[src/rtl/mips32_mem_pkg.sv]
// Shared types and constants for the pipe_MIPS32 memory arbiter.
package mips32_mem_pkg;

    localparam int DEF_AW       = 10;
    localparam int DEF_DW       = 32;
    localparam int DEF_MAX_WAIT = 4;

    // Which requester owns the read response that returns next cycle.
    typedef enum logic [1:0] {
        OWN_NONE = 2'd0,
        OWN_IF   = 2'd1,
        OWN_D    = 2'd2,
        OWN_DBG  = 2'd3
    } owner_t;

    // Arbiter mode: normal arbitration, one-cycle drain, debug-exclusive.
    typedef enum logic [1:0] {
        ARB    = 2'd0,
        DRAIN  = 2'd1,
        LOCKED = 2'd2
    } state_t;

    // One-hot grant encoding {dbg, d, if}.
    localparam logic [2:0] GNT_NONE = 3'b000;
    localparam logic [2:0] GNT_IF   = 3'b001;
    localparam logic [2:0] GNT_D    = 3'b010;
    localparam logic [2:0] GNT_DBG  = 3'b100;

    // Map a one-hot grant onto the requester that will own the response.
    function automatic owner_t gnt_to_owner(input logic [2:0] gnt);
        owner_t own;
        case (gnt)
            GNT_IF:  own = OWN_IF;
            GNT_D:   own = OWN_D;
            GNT_DBG: own = OWN_DBG;
            default: own = OWN_NONE;
        endcase
        return own;
    endfunction

endpackage

[src/rtl/mips32_prio_sel.sv]
// Combinational priority selector: turns the three requests, the IF
// starvation boost and the arbiter mode into a one-hot grant.
module mips32_prio_sel
    import mips32_mem_pkg::*;
(
    input  state_t     state,
    input  logic       boost,
    input  logic       if_req,
    input  logic       d_req,
    input  logic       dbg_req,
    output logic [2:0] gnt
);

    // Fixed priority in ARB (starved IF, data, IF, debug); debug only when locked.
    always_comb begin
        gnt = GNT_NONE;
        case (state)
            ARB: begin
                if (if_req && boost) begin
                    gnt = GNT_IF;
                end else if (d_req) begin
                    gnt = GNT_D;
                end else if (if_req) begin
                    gnt = GNT_IF;
                end else if (dbg_req) begin
                    gnt = GNT_DBG;
                end else begin
                    gnt = GNT_NONE;
                end
            end
            DRAIN: begin
                gnt = GNT_NONE;
            end
            LOCKED: begin
                if (dbg_req) begin
                    gnt = GNT_DBG;
                end else begin
                    gnt = GNT_NONE;
                end
            end
            default: begin
                gnt = GNT_NONE;
            end
        endcase
    end

endmodule

[src/rtl/mips32_mem_arbiter.sv]
// Single-port word memory arbiter for the pipe_MIPS32 core: IF, data and
// debug requesters, IF anti-starvation boost and a debug lock mode.
module mips32_mem_arbiter
    import mips32_mem_pkg::*;
#(
    parameter int AW       = DEF_AW,
    parameter int DW       = DEF_DW,
    parameter int MAX_WAIT = DEF_MAX_WAIT
) (
    input  logic          clk1,
    input  logic          rst,
    input  logic          if_req,
    input  logic [AW-1:0] if_addr,
    output logic          if_gnt,
    output logic          if_rvalid,
    output logic [DW-1:0] if_rdata,
    input  logic          d_req,
    input  logic          d_we,
    input  logic [AW-1:0] d_addr,
    input  logic [DW-1:0] d_wdata,
    output logic          d_gnt,
    output logic          d_rvalid,
    output logic [DW-1:0] d_rdata,
    input  logic          dbg_lock,
    output logic          dbg_locked,
    input  logic          dbg_req,
    input  logic          dbg_we,
    input  logic [AW-1:0] dbg_addr,
    input  logic [DW-1:0] dbg_wdata,
    output logic          dbg_gnt,
    output logic          dbg_rvalid,
    output logic [DW-1:0] dbg_rdata,
    output logic          mem_en,
    output logic          mem_we,
    output logic [AW-1:0] mem_addr,
    output logic [DW-1:0] mem_wdata,
    input  logic [DW-1:0] mem_rdata
);

    localparam logic [3:0] MAX_WAIT_L = 4'(MAX_WAIT);

    state_t     state_r;
    state_t     state_next_s;
    owner_t     owner_r;
    logic [3:0] if_wait_r;
    logic       boost_s;
    logic [2:0] sel_gnt_s;
    logic [2:0] gnt_s;
    logic       read_gnt_s;

    assign boost_s = (if_wait_r == MAX_WAIT_L);

    mips32_prio_sel u_prio_sel (
        .state   (state_r),
        .boost   (boost_s),
        .if_req  (if_req),
        .d_req   (d_req),
        .dbg_req (dbg_req),
        .gnt     (sel_gnt_s)
    );

    // Suppress every grant while reset is held.
    always_comb begin
        if (rst) begin
            gnt_s = GNT_NONE;
        end else begin
            gnt_s = sel_gnt_s;
        end
    end

    assign if_gnt  = gnt_s[0];
    assign d_gnt   = gnt_s[1];
    assign dbg_gnt = gnt_s[2];

    // A grant is a read unless the granted requester asserts its write enable.
    assign read_gnt_s = gnt_s[0] | (gnt_s[1] & ~d_we) | (gnt_s[2] & ~dbg_we);

    // Steer the granted request onto the memory port; idle port otherwise.
    always_comb begin
        mem_en    = 1'b0;
        mem_we    = 1'b0;
        mem_addr  = '0;
        mem_wdata = '0;
        case (gnt_s)
            GNT_IF: begin
                mem_en   = 1'b1;
                mem_addr = if_addr;
            end
            GNT_D: begin
                mem_en    = 1'b1;
                mem_we    = d_we;
                mem_addr  = d_addr;
                mem_wdata = d_wdata;
            end
            GNT_DBG: begin
                mem_en    = 1'b1;
                mem_we    = dbg_we;
                mem_addr  = dbg_addr;
                mem_wdata = dbg_wdata;
            end
            default: begin
                mem_en = 1'b0;
            end
        endcase
    end

    // Mode register.
    always_ff @(posedge clk1) begin
        if (rst) begin
            state_r <= ARB;
        end else begin
            state_r <= state_next_s;
        end
    end

    // Mode sequencing: ARB -> DRAIN (one cycle) -> LOCKED -> ARB.
    always_comb begin
        state_next_s = state_r;
        case (state_r)
            ARB: begin
                if (dbg_lock) begin
                    state_next_s = DRAIN;
                end else begin
                    state_next_s = ARB;
                end
            end
            DRAIN: begin
                state_next_s = LOCKED;
            end
            LOCKED: begin
                if (dbg_lock) begin
                    state_next_s = LOCKED;
                end else begin
                    state_next_s = ARB;
                end
            end
            default: begin
                state_next_s = ARB;
            end
        endcase
    end

    // Count consecutive stalled IF cycles, saturating at the boost threshold.
    always_ff @(posedge clk1) begin
        if (rst) begin
            if_wait_r <= 4'd0;
        end else if (!if_req || gnt_s[0]) begin
            if_wait_r <= 4'd0;
        end else if (if_wait_r != MAX_WAIT_L) begin
            if_wait_r <= if_wait_r + 4'd1;
        end else begin
            if_wait_r <= if_wait_r;
        end
    end

    // Remember who owns the read data arriving next cycle.
    always_ff @(posedge clk1) begin
        if (rst) begin
            owner_r <= OWN_NONE;
        end else if (read_gnt_s) begin
            owner_r <= gnt_to_owner(gnt_s);
        end else begin
            owner_r <= OWN_NONE;
        end
    end

    // Response valids follow the owner; a pending response is dropped under reset.
    assign if_rvalid  = !rst && (owner_r == OWN_IF);
    assign d_rvalid   = !rst && (owner_r == OWN_D);
    assign dbg_rvalid = !rst && (owner_r == OWN_DBG);
    assign dbg_locked = !rst && (state_r == LOCKED);

    assign if_rdata  = if_rvalid  ? mem_rdata : '0;
    assign d_rdata   = d_rvalid   ? mem_rdata : '0;
    assign dbg_rdata = dbg_rvalid ? mem_rdata : '0;

endmodule

[config.mk]
export PLATFORM = sky130hd
export DESIGN_NAME = mips32_mem_arbiter
export DESIGN_NICKNAME = d
export VERILOG_FILES = /design/src/rtl/mips32_mem_pkg.sv /design/src/rtl/mips32_prio_sel.sv /design/src/rtl/mips32_mem_arbiter.sv
export SDC_FILE = /design/constraint.sdc
export NUM_CORES = 1
export LEC_CHECK = 0
export ABC_AREA = 0
export CAP_MARGIN = 5
export CORE_AREA = 8 8 104 106
export CTS_BUF_LIST = sky130_fd_sc_hd__clkbuf_16
export DETAILED_ROUTE_END_ITERATION = 6
export DIE_AREA = 0 0 112 114
export PLACE_DENSITY = 0.82
export SYNTH_ARGS = -nofsm -noshare
export SYNTH_HDL_FRONTEND = slang
export SYNTH_SLANG_ARGS = --single-unit
[constraint.sdc]
create_clock -name clk1 -period 3.2 [get_ports clk1]
set_input_delay 0.64 -clock clk1 [delete_from_list [all_inputs] [get_ports clk1]]
set_output_delay 0.64 -clock clk1 [all_outputs]
set_load 0.01 [all_outputs]
# Yosys cells after proc, flatten, opt, wreduce, memory -nomap -nowiden
# Cells that the tools add are included.
# classes
n_addsub,1
eq_ne,10
mux,17
n_bitwise,7
reduce_logical,12
# ops
operator,count
2-to-1 mux 32 bit,3
one-hot mux 32 bit (2 select lines),1
one-hot mux 10 bit (3 select lines),1
2-to-1 mux 3 bit,5
one-hot mux 2 bit (3 select lines),2
"== test 2 bit, second input constant",3
one-hot mux 3 bit (2 select lines),1
logical AND 1 bit,5
"adder 4 x 1 -> 4 bit, second input constant",1
"== test 2 x 1 -> 1 bit, second input constant",2
"== test 4 x 3 -> 1 bit, second input constant",1
"!= test 4 x 3 -> 1 bit, second input constant",1
OR reduction 2 bit,2
"== test 3 x 1 -> 1 bit, second input constant",1
"== test 3 x 2 -> 1 bit, second input constant",1
"== test 3 bit, second input constant",1
NOT 1 bit,3
OR reduction 3 bit,1
AND 1 bit,2
zero test 1 bit,2
zero test 2 bit,1
2-to-1 mux 1 bit,2
2-to-1 mux 2 bit,1
OR 1 bit,2
other kinds (2),2
# word_totals
reg_bits,8
in_bits,134
out_inout_bits,147
wordCells,50

# Logic depth before layout (Yosys ltp)
# depth
depth_word,11
mapped_depth,7
mapped_depth_nobuf,5

# Cells and area by module
# From an unflattened synthesis, not the netlist that was laid out.
# unflattened
hier_cells,226
hier_area_um2,1659.1
# by_module_without_submodules
module,instances,cells_per_inst,area_per_inst_um2
mips32_mem_arbiter,1,219,1616.6
mips32_prio_sel,1,7,42.5

# Least setup slack after synthesis
# OpenSTA, ideal clock, no wires.
# synth_timing
kind,input port to output port
startpoint,input rst
endpoint,output mem_addr[0]
arrival_time_ns,1.627
required_ns,2.560
slack_ns,0.933
cell_stages,4
n_path_buf,1
cell_sequence,or4b_4 > buf_6 > a211oi_2 > a221o_1
# synth_between
elab_chain_len,3
# synth_rtl
element,line_no,source
start: declaration,mips32_mem_arbiter.sv:11,"input logic rst,"
2-to-1 mux 3 bit *,mips32_mem_arbiter.sv:64,if (rst) begin
== test 3 bit (tied with other cells),mips32_mem_arbiter.sv:84,case (gnt_s)
one-hot mux 10 bit (3 select lines) *,mips32_mem_arbiter.sv:84,
end: declaration,mips32_mem_arbiter.sv:35,"output logic [AW-1:0] mem_addr,"
# Every way passes the cells marked *; elsewhere a longest branch is shown, timed or not.

# Worst setup path in the final report
# layout_timing
startpoint,input if_req
endpoint,output mem_wdata[24]
# layout_between
elab_chain_len,7
# layout_rtl
element,line_no,source
start: declaration,mips32_mem_arbiter.sv:12,"input logic if_req,"
2-to-1 mux 3 bit,mips32_prio_sel.sv:23,end else if (if_req) begin
2-to-1 mux 3 bit,mips32_prio_sel.sv:21,end else if (d_req) begin
2-to-1 mux 3 bit *,mips32_prio_sel.sv:19,if (if_req && boost) begin
one-hot mux 3 bit (2 select lines) *,mips32_prio_sel.sv:17,case (state)
2-to-1 mux 3 bit *,mips32_mem_arbiter.sv:64,
== test 3 bit or == test 3 x 2 -> 1 bit (tied branches),mips32_mem_arbiter.sv:84,
one-hot mux 32 bit (2 select lines) *,mips32_mem_arbiter.sv:84,
end: declaration,mips32_mem_arbiter.sv:36,"output logic [DW-1:0] mem_wdata,"
# Marks and branches as above.

==> impl_metrics.yaml <==
sta:
  relSlewSlack_pct: 69.35
  whs_ns: 0.5538
  finalSetupTns_ns: 0
  fmaxAchievable_ghz: 0.3153
  min_period_ns: 3.172
  maxSlewViolCount: 0
  finalClockSkew_ns: 0.002338
  finalSetupViolations: 0
  tightest_slew_ns: 0.4570
  hold_violations: 0
  min_period_over_period_pct: 99.12
floorplan:
  dieArea_um2: 12770
  num_rows: 35
  dieHeight_um: 114
  core_um2: 9109
  io_pins: 281
  die_width_um: 112
  start_util_pct: 18.57
grt:
  grt.overflow.total: 0
  grt_usage_pct: 16.58
  grt_max_degree: 44
  antenna_found_initial: 0
  grt_pass1_vias: 3019
  grt_pass1_wl_um: 17190
routing:
  firstDrtPassIters: 4
  drc_errors: 0
  routed_wl_um: 12930
  wl_per_cell_um: 20.17
  drt-vias-per-instance: 4.590
  vias: 2942
  drt_iter0_markers: 116
  drtAntennaViolNets: 0
clock_tree:
  cts_tree: "yes"
  h-tree-depth: 1
  cts_sinks: 8
  clock_latency_ns: 0.23
  holdBufCountCts: 0
  root_buffer: "clkbuf_16"
  cts_buffer_depth: 2
  clk_pin_slew_ns: 0.04
  cts_buffers: 3
power_and_ir_drop:
  vdd_drop_max_v: 0.0001230
  p_leak_nw: 3.591
  power_density_nw_per_um2: 149.3
job:
  maxCapViolations: 0
place:
  detailed_place_hpwl_um: 10050
  port_buffers: 280
  dp.cells: 612
  gp_routability_congestion: 0.7386
  placed_area_um2: 4720
critical_path:
  path_common_cell: "buf_4"
  crit_required_ns: 2.56
  reg2regPathDepth: 6
  critPathLaunchType: "primary input"
  critical_path_class: "in -> out"
  crit_slowest_cell: "clkdlybuf4s50_1"
  path_depth: 9
  critPathTopFamily: "buffers and inverters"
  cp-end-kind: "primary output"
  slowest_delay_ns: 0.48
  path_max_fanout: 17
  path_cells: "clkdlybuf4s50_1 > buf_4 > nor2_1 > o211ai_1 > bufinv_8 > buf_4 > buf_12 > a22o_1 > clkdlybuf4s15_1"
  worstPathArrival_ns: 2.53
  path_buf_inv: 6
hold_path:
  holdCritPathClass: "reg -> reg"
  hold_path_depth: 2
layout:
  final_layout_size_suffix_gt1_share_pct: 14.91
  final_area_um2: 5201
  layout-area-overhead-vs-synth_pct: 207.5
  final_common_cell: "clkdlybuf4s50_1"
  final_cell_mix: "137 x clkdlybuf4s50_1, 98 x and2_1, 75 x dlymetal6s2s_1"
  antenna_cells: 0
  final_cells: 641
  final_util_pct: 57.10
  finalNetCount: 668
yosys:
  synth.avg_cell_area_um2: 7.485
  synth_seq_cells: 8
  synth_nets: 362
  seq_area_frac_synth_pct: 9.467
  synthDistinctLibCells: 30
  netlist_instances: 226
  syn_area_um2: 1692
  yosys_warnings: 0
outcome:
  run_status: "complete, no violations"
final timing paths:
check                                  start             to  slack [ns]
worst max-delay path                  if_req  mem_wdata[24]        0.03
worst min-delay path              state_r[0]     state_r[1]        0.55
worst max register to register  if_wait_r[0]   if_wait_r[3]        1.47
worst min register to register    state_r[0]     state_r[1]        0.55
per-layer routing:
metal | track usage [%] | vias to the layer above | wire length, um
li1 | - | 1403 | -
met5 | 0 | - | 0
met4 | 4.227 | 0 | 241
met3 | 6.867 | 20 | 1257
met1 | 15.51 | 1329 | 4684
met2 | 32.59 | 190 | 6744
synthesized netlist by cell type, drive strengths merged:
cell type / n / area, um2
inv: 15 / 56.30
o211ai: 1 / 7.510
nor3: 4 / 20.02
a211oi: 12 / 140.1
a221o: 10 / 100.1
dfxtp: 8 / 160.2
or3: 1 / 6.260
xnor2: 2 / 17.52
nand3b: 2 / 27.53
o211a: 1 / 10.01
ha: 2 / 25.02
or4b: 1 / 13.76
o2bb2ai: 1 / 8.760
nand3: 1 / 5.000
buf: 8 / 57.55
and3b: 1 / 8.760
nand2b: 2 / 12.51
a21oi: 2 / 10.01
o21bai: 1 / 7.510
nor2: 3 / 11.26
nor3b: 2 / 15.01
clkbuf: 13 / 48.80
mux2i: 2 / 20.02
a22o: 33 / 289.0
and2: 98 / 613.1
worst min-delay path, stage by stage (launching register included):
cell and delay, ns:
dfxtp_1 0.35, nand2b_1 0.09, a21oi_1 0.06
state kept, by name (all words and copies together), names as in the netlist:
name	cells
if_wait_r	4
owner_r	2
state_r	2
final cells by class:
class / instances / area [um2]
fillers: 773 / 3908
repair buffers: 321 / 3343
multi-input cells: 182 / 1409
flip-flops and latches: 8 / 160.2
well taps: 111 / 138.9
clock buffers: 3 / 75.07
inverters: 15 / 70.07
repair inverters: 1 / 5.005
power breakdown:
part	switching (mW)	leakage (nW)	internal, mW
Clock	0.0479	0.0370	0.161
Combinational	0.167	3.49	0.291
Sequential	0.00576	0.0653	0.104
Total	0.220	3.59	0.556
kinds of logic after synthesis:
logic type	after synthesis	share of synthesized area, %
AO/OA/AOI/OAI	61	33.88
XOR/XNOR	2	1.036
adder cells (fa/ha/maj)	2	1.479
buffers and inverters	36	9.615
flip-flops	8	9.467
multiplexers	2	1.183
AND/OR/NAND/NOR	115	43.34
repair_timing:
item / 4_1_cts / 5_1_grt
setup buffers: 5 / 14
setup endpoints to repair: 50 / 73
gates resized for setup: 73 / 126
pin swaps: 5 / 3
cloned: 1 / 6
per-stage QoR:
step,worst slack (ns),total power [mW]
finish,0.02822,0.7765
global route,-0.03884,0.8124
CTS,-0.04540,0.7616
detailed placement,-0.1189,0.5705
global placement,-0.09170,0.5631
floorplan,0.9330,0.2432
(Power assumes the default switching activity.)
